## config.mk

```make
export PLATFORM = sky130hd
export DESIGN_NAME = ts_packet_scheduler
export DESIGN_NICKNAME = d
export VERILOG_FILES = /design/src/rtl/ts_packet_scheduler.sv
export SDC_FILE = /design/constraint.sdc
export NUM_CORES = 1
export LEC_CHECK = 0
export BUFFER_PORTS_ARGS = -buffer_cell sky130_fd_sc_hd__buf_2
export CORE_UTILIZATION = 41
export CTS_BUF_LIST = sky130_fd_sc_hd__clkbuf_8 sky130_fd_sc_hd__clkbuf_16
export DETAILED_ROUTE_END_ITERATION = 7
export SKIP_LAST_GASP = 1
export SYNTH_ARGS = -nofsm -noshare
export SYNTH_HDL_FRONTEND = slang
export SYNTH_SLANG_ARGS = --single-unit
```

## constraint.sdc

```tcl
create_clock -name SYS_CLK -period 1.6 [get_ports SYS_CLK]
set_input_delay 0.16 -clock SYS_CLK [delete_from_list [all_inputs] [get_ports SYS_CLK]]
set_output_delay 0.16 -clock SYS_CLK [all_outputs]
set_load 0.01 [all_outputs]
```

## src/rtl/ts_packet_scheduler.sv

```systemverilog
// Round-robin scheduler for the four-input TS muxer: grants one whole packet at a
// time and frames the output FIFO write side with D_VALID_OUT/P_SYNC_OUT.
module ts_packet_scheduler #(
    parameter int PKT_LEN    = 188,
    parameter int RD_LATENCY = 1,
    parameter int GAP_CYCLES = 2
) (
    input  logic        SYS_CLK,
    input  logic        RST,
    input  logic [3:0]  CH_ENABLE,
    input  logic [3:0]  GOT_FULL_PACKET,
    input  logic        FIFO_ALMOST_FULL,
    output logic [3:0]  GIVE_ME_ONE_PACKET,
    output logic [1:0]  SEL,
    output logic        D_VALID_OUT,
    output logic        P_SYNC_OUT,
    output logic        BUSY,
    output logic [15:0] PKT_COUNT
);

    typedef enum logic [1:0] {
        ST_IDLE,
        ST_WAIT,
        ST_READ,
        ST_GAP
    } state_t;

    localparam logic [7:0] LAST_BYTE = 8'(PKT_LEN - 1);
    localparam logic [3:0] WAIT_LOAD = 4'(RD_LATENCY - 1);
    localparam logic [3:0] GAP_LOAD  = 4'((GAP_CYCLES > 0) ? GAP_CYCLES - 1 : 0);

    state_t     state;
    logic [1:0] last;
    logic [3:0] phase_cnt;
    logic [7:0] byte_cnt;

    logic [3:0] elig;
    logic       grant_ok;
    logic [1:0] winner;
    logic [1:0] cand;

    assign elig     = GOT_FULL_PACKET & CH_ENABLE;
    assign grant_ok = (elig != 4'b0000) && !FIFO_ALMOST_FULL;

    // NOTE: every variable gets a default before the loop so no path leaves it
    // unassigned; otherwise synthesis would infer a latch.
    always_comb begin
        winner = last;
        cand   = last;
        // Scan farthest offset first so the nearest eligible channel after LAST wins.
        for (int k = 4; k >= 1; k--) begin
            cand = last + 2'(k);
            if (elig[cand]) begin
                winner = cand;
            end
        end
    end

    // NOTE: sequential state uses non-blocking assignments so every register
    // samples pre-edge values, independent of statement order.
    always_ff @(posedge SYS_CLK or negedge RST) begin
        if (!RST) begin
            state              <= ST_IDLE;
            last               <= 2'd3;
            phase_cnt          <= '0;
            byte_cnt           <= '0;
            GIVE_ME_ONE_PACKET <= '0;
            SEL                <= '0;
            D_VALID_OUT        <= 1'b0;
            P_SYNC_OUT         <= 1'b0;
            BUSY               <= 1'b0;
            PKT_COUNT          <= '0;
        end else begin
            GIVE_ME_ONE_PACKET <= '0;
            P_SYNC_OUT         <= 1'b0;
            case (state)
                ST_IDLE: begin
                    if (grant_ok) begin
                        GIVE_ME_ONE_PACKET <= 4'b0001 << winner;
                        SEL                <= winner;
                        last               <= winner;
                        PKT_COUNT          <= PKT_COUNT + 16'd1;
                        BUSY               <= 1'b1;
                        phase_cnt          <= WAIT_LOAD;
                        state              <= ST_WAIT;
                    end
                end
                ST_WAIT: begin
                    if (phase_cnt == 4'd0) begin
                        state       <= ST_READ;
                        D_VALID_OUT <= 1'b1;
                        P_SYNC_OUT  <= 1'b1;
                        byte_cnt    <= '0;
                    end else begin
                        phase_cnt <= phase_cnt - 4'd1;
                    end
                end
                ST_READ: begin
                    if (byte_cnt == LAST_BYTE) begin
                        D_VALID_OUT <= 1'b0;
                        if (GAP_CYCLES == 0) begin
                            state <= ST_IDLE;
                            BUSY  <= 1'b0;
                        end else begin
                            state     <= ST_GAP;
                            phase_cnt <= GAP_LOAD;
                        end
                    end else begin
                        byte_cnt <= byte_cnt + 8'd1;
                    end
                end
                ST_GAP: begin
                    if (phase_cnt == 4'd0) begin
                        state <= ST_IDLE;
                        BUSY  <= 1'b0;
                    end else begin
                        phase_cnt <= phase_cnt - 4'd1;
                    end
                end
                default: state <= ST_IDLE;
            endcase
        end
    end

endmodule

```

# == Word level (Yosys, flattened, before mapping) ==
# Index checks and enable logic that the tools add are counted.
# totals
regBits,41
output_inout_bits,25
input_bits,11
# op_classes
muxes,31
order_cmp,3
eq_ne,10
shifts,1
reduce_logical,14
addsub,6
n_bitwise,1
# op_table
operator,n
$mux 4,5
$add 16x1->16 const B,1
$mux 8,2
$pmux 8 s2,1
$mux 2,7
$ne 2x2->1 const B,6
$pmux 4 s3,1
$reduce_and 3->1,4
$lt 2x3->1 const B,3
$mux 1,9
$add 8x1->8 const B,1
$eq 8x8->1 const B,1
$pmux 2 s4,1
$bmux 1 s2,3
$add 2x2->2 const B,2
$and 4x4->4,1
$eq 2x2->1 const B,2
$logic_not 4->1,1
$pmux 1 s2,2
$reduce_and 4->1,1
$reduce_bool 2->1,2
$reduce_bool 4->1,1
$shl 1x2->4 const A,1
$sub 4x1->4 const B,1
other kinds (7),7

# == Longest topological paths before layout ==
# logic_depth
depth_word,9
ltp_mapped,8

# == Worst setup path after synthesis ==
# No wires, ideal clock.
# synth_timing
path_type,register -> register
startpoint,register state[0]
endpoint,register PKT_COUNT[2]
setup_time_ns,0.127
setup_slack_ns,-0.224
required_time_ns,1.473
path_stages_with_launch,9
path_buffers,2
arrival_ns,1.697
cell_sequence,dfrtp_1 -> inv_1 -> ha_1 -> buf_2 -> nand2b_1 -> a21oi_2 -> clkbuf_1 -> nand2_1 -> xnor2_1
# synth_via
elab_chain_len,2
# synth_lines
element,line,rtl
from (decl),32,state_t state;
from (signal assigned),63,state <= ST_IDLE;
from (signal assigned),85,state <= ST_WAIT;
from (signal assigned),90,state <= ST_READ;
$logic_not 2->1,76,case (state)
$reduce_and 2->1 (no line),--,
to (signal assigned),82,PKT_COUNT <= PKT_COUNT + 16'd1;
to (decl),18,output logic [15:0] PKT_COUNT
# Every way passes these cells.
# A chain may end at the register's enable or synchronous reset.

# == Worst setup path after layout ==
# layout_timing
startpoint,register phase_cnt[1]
endpoint,register phase_cnt[3]
# layout_via
elab_chain_len,3
word_cells_on_any_way,6
# layout_lines
element,line,rtl
from (decl),34,logic [3:0] phase_cnt;
from (signal assigned),95,phase_cnt <= phase_cnt - 4'd1;
from (signal assigned),117,phase_cnt <= phase_cnt - 4'd1;
$sub 4x1->4 / $logic_not 4->1 (equally long branches),--,
$mux 4 / $ne 2x2->1 (equally long branches),--,
$pmux 4 s3 / $reduce_and 3->1 (equally long branches),--,
# Several ways; a longest one is shown, not always the timed one. The select of a mux whose other input is x is not followed.

==> impl_metrics.csv <==
group,metric,value,unit
drt,drc,0,
timing,rsz0062_at_grt,"yes",
synthesis,avgSynthCellArea,10.5,µm²
global_route,overflow,0,
timing,fin_crit_sh,109,%
floorplanning,rows,25,
synthesis,synth_area_leaders,"dfrtp_1, xnor2_1, ha_1",
drt,vias,1836,
timing,fin_skew,0.00680,ns
timing,layout_min_cycle_time,1.74,ns
synthesis,synth_cell_types,53,
drt,viasPerCell,5.19,
clocking,clockRootBuffer,"clkbuf_8",
power,p_leak,0.00142,µW
synthesis,synthFlopType,"dfrtp_1",
min_path,hp-start,"CH_ENABLE[3]",
timing,maxSlewHeadroom,69.2,%
drt,wl_per_cell,13.5,µm
layout,drive_gt1_share,44.9,%
synthesis,synth_seq_cells,41,
synthesis,synth_common_cells,"dfrtp_1, nand2_1, nor2_1, xnor2_1, nand4_1",
clocking,clk_latency,0.29,ns
global_route,grt_pass1_vias,1683,
critical_path,crit_path_start_kind,"flop",
synthesis,async_reset_ff_share,100,%
critical_path,crit_fanout,4,
synthesis,syn_nets,223,
drt,ant_nets,0,
placement,hpwl,3420,µm
clocking,cts_buffers,5,
synthesis,synth_edf_count,0,
floorplanning,die-height,74.1,µm
outcome,violations,"negative setup slack",
layout,area_growth,41.8,%
critical_path,reg2reg_from,"phase_cnt[1]$_DFFE_PN0P_",
timing,final_hold_viol_count,0,
drt,wl,4770,µm
drt,drt-pass1-iter-count,5,
synthesis,synth_top_area_share,45.8,%
timing,tightest_slew,0.456,ns
critical_path,rrSetupSlack,-0.14,ns
synthesis,synthCells,204,
floorplanning,start_util,44.0,%
timing,setup_violations,8,
layout,nets,305,
drt,drt-initial-drc-count,45,
clocking,cts.clk_slew.worst_paths,0.08,ns
floorplanning,coreArea,0.00485,mm²
job,cap_viol_max_count,0,
timing,drv_slew,0,
synthesis,synth_area,0.00213,mm²
power,p_per_area,1600,mW/mm²
min_path,hold_class,"input port to flop",
placement,io_buffers,35,
timing,fmaxAchievable,575,MHz
floorplanning,boundaryPins,36,
layout,antennaDiodeCount,0,
critical_path,end_kind,"flop",
placement,gp_congestion,0.904,
clocking,cts_num_sinks,41,
global_route,grt_pass1_wl,7760,µm
clocking,clockBufferDepth,2,
global_route,grt_max_degree,19,
timing,setup_tns,-0.413,ns
synthesis,synth_warnings,0,
placement,post-place-cells,340,
global_route,globalRouteTotalUtil,18.7,%
synthesis,yosysMostFrequentCell,"dfrtp_1",
clocking,cts_max_level,2,
floorplanning,die-width,74.1,µm
clocking,cts_tree,"done",
timing,setup_ws,-0.140,ns
synthesis,synth_area_leader_cell,"dfrtp_1",
floorplanning,die-area,0.00549,mm²
outcome,outcome,"complete, but fails checks",
global_route,grt_antenna_before_repair,0,
power,ir_drop,0.959,mV
critical_path,worstPathRequired,1.82,ns
critical_path,cp-startpoint,"phase_cnt[1]$_DFFE_PN0P_",
timing,hold_ws,0.298,ns
critical_path,crit_arrival,1.96,ns
synthesis,yosysSeqAreaShare,48.2,%
layout,final_cells,354,
layout,final_util,62.4,%
critical_path,worstSetupPathType,"flop to flop",
==> critical path, cell delays in order, from the launching register on <==
cell and delay [ns]:
dfrtp_1 0.41, or4_1 0.51, or4_1 0.40, a221o_1 0.28, o211ai_2 0.07
==> registers in the layout, summed over array words and instances, names as in the netlist <==
name / flops
BUSY: 1
D_VALID_OUT: 1
GIVE_ME_ONE_PACKET: 4
PKT_COUNT: 16
P_SYNC_OUT: 1
SEL: 2
byte_cnt: 8
last: 2
phase_cnt: 4
state: 2
==> path summary, 6_finish.rpt <==
kind,endpoint,depth (start not counted)
min in group asynchronous,PKT_COUNT[4]$_DFFE_PN0P_,2
max in group asynchronous,last[0]$_DFFE_PN1P_,3
max,phase_cnt[3]$_DFFE_PN0P_,4
min,GIVE_ME_ONE_PACKET[0]$_DFF_PN0_,4
max reg2reg,phase_cnt[3]$_DFFE_PN0P_,4
min reg2reg,PKT_COUNT[15]$_DFFE_PN0P_,1
==> logic make-up (layout without fill, tap and decap cells) <==
family          Yosys count  in the layout  synth area share (%)
simple gates             76             76                  19.7
compound gates           46             46                  16.4
flops                    41             41                  48.2
xor+xnor                 16             16                  6.57
buf+inv                  13             96                  2.35
fa+ha+maj                 8              8                  4.70
mux                       4              4                  2.05
==> layout make-up <==
cell class	instances	area (µm²)
sequential	41	1030
clock buffer	5	68.8
inverter	8	32.5
fill	402	1820
clock inverter	3	17.5
timing repair buffer	80	551
tap	67	83.8
multi-input combinational	150	1240
==> cell usage in the layout (no fill, tap or decap), types with 3 or more instances in the layout <==
cell type / count
dfrtp_1: 37
buf_4: 37
buf_2: 35
nand2_1: 16
xnor2_1: 13
nor2_1: 10
nand4_1: 9
and3_1: 7
buf_6: 6
o21ai_0: 5
nand3_1: 5
o21ai_1: 5
clkbuf_8: 5
inv_1: 4
inv_2: 3
a22oi_1: 3
o21a_1: 3
nor2_4: 3
nand2_2: 3
o221ai_2: 3
a21oi_1: 3
and4_1: 3
mux2_1: 3
ha_2: 3
ha_4: 3
==> stage by stage <==
stage	total power [µW]	setup WS, ns	cell area (µm²)
after floorplan	2750	-0.0653	2170
after global placement	3670	-0.142	2710
after detailed placement	3690	-0.168	2710
after CTS	4550	-0.130	2890
after global routing	5200	-0.188	3020
final	4840	-0.140	3020
==> where the power goes <==
group          total [µW]  leakage [µW]  internal (µW)  switching (µW)
Combinational        2680      0.000843           1380            1300
Clock                 664     0.0000439            301             363
Sequential           1500      0.000531           1300             199
Total                4840       0.00142           2980            1860
==> layer usage <==
metal  vias to the layer above  global-route usage [%]  wire [µm]
li1                        919                       -          -
met1                       877                    24.1       2240
met2                        33                    30.7       2290
met3                         7                    4.07        167
met4                         0                    7.05         63
met5                         -                       0          0
==> what timing repair did <==
action | in CTS | in global routing
pin swaps | 5 | 15
hold buffers | 1 | 0
setup buffers | 2 | 3
gates resized for setup | 16 | 27
endpoints found under the setup margin | 16 | 21
endpoints found under the hold margin | 15 | 0
No activity file was read; power rests on OpenSTA's default activity.
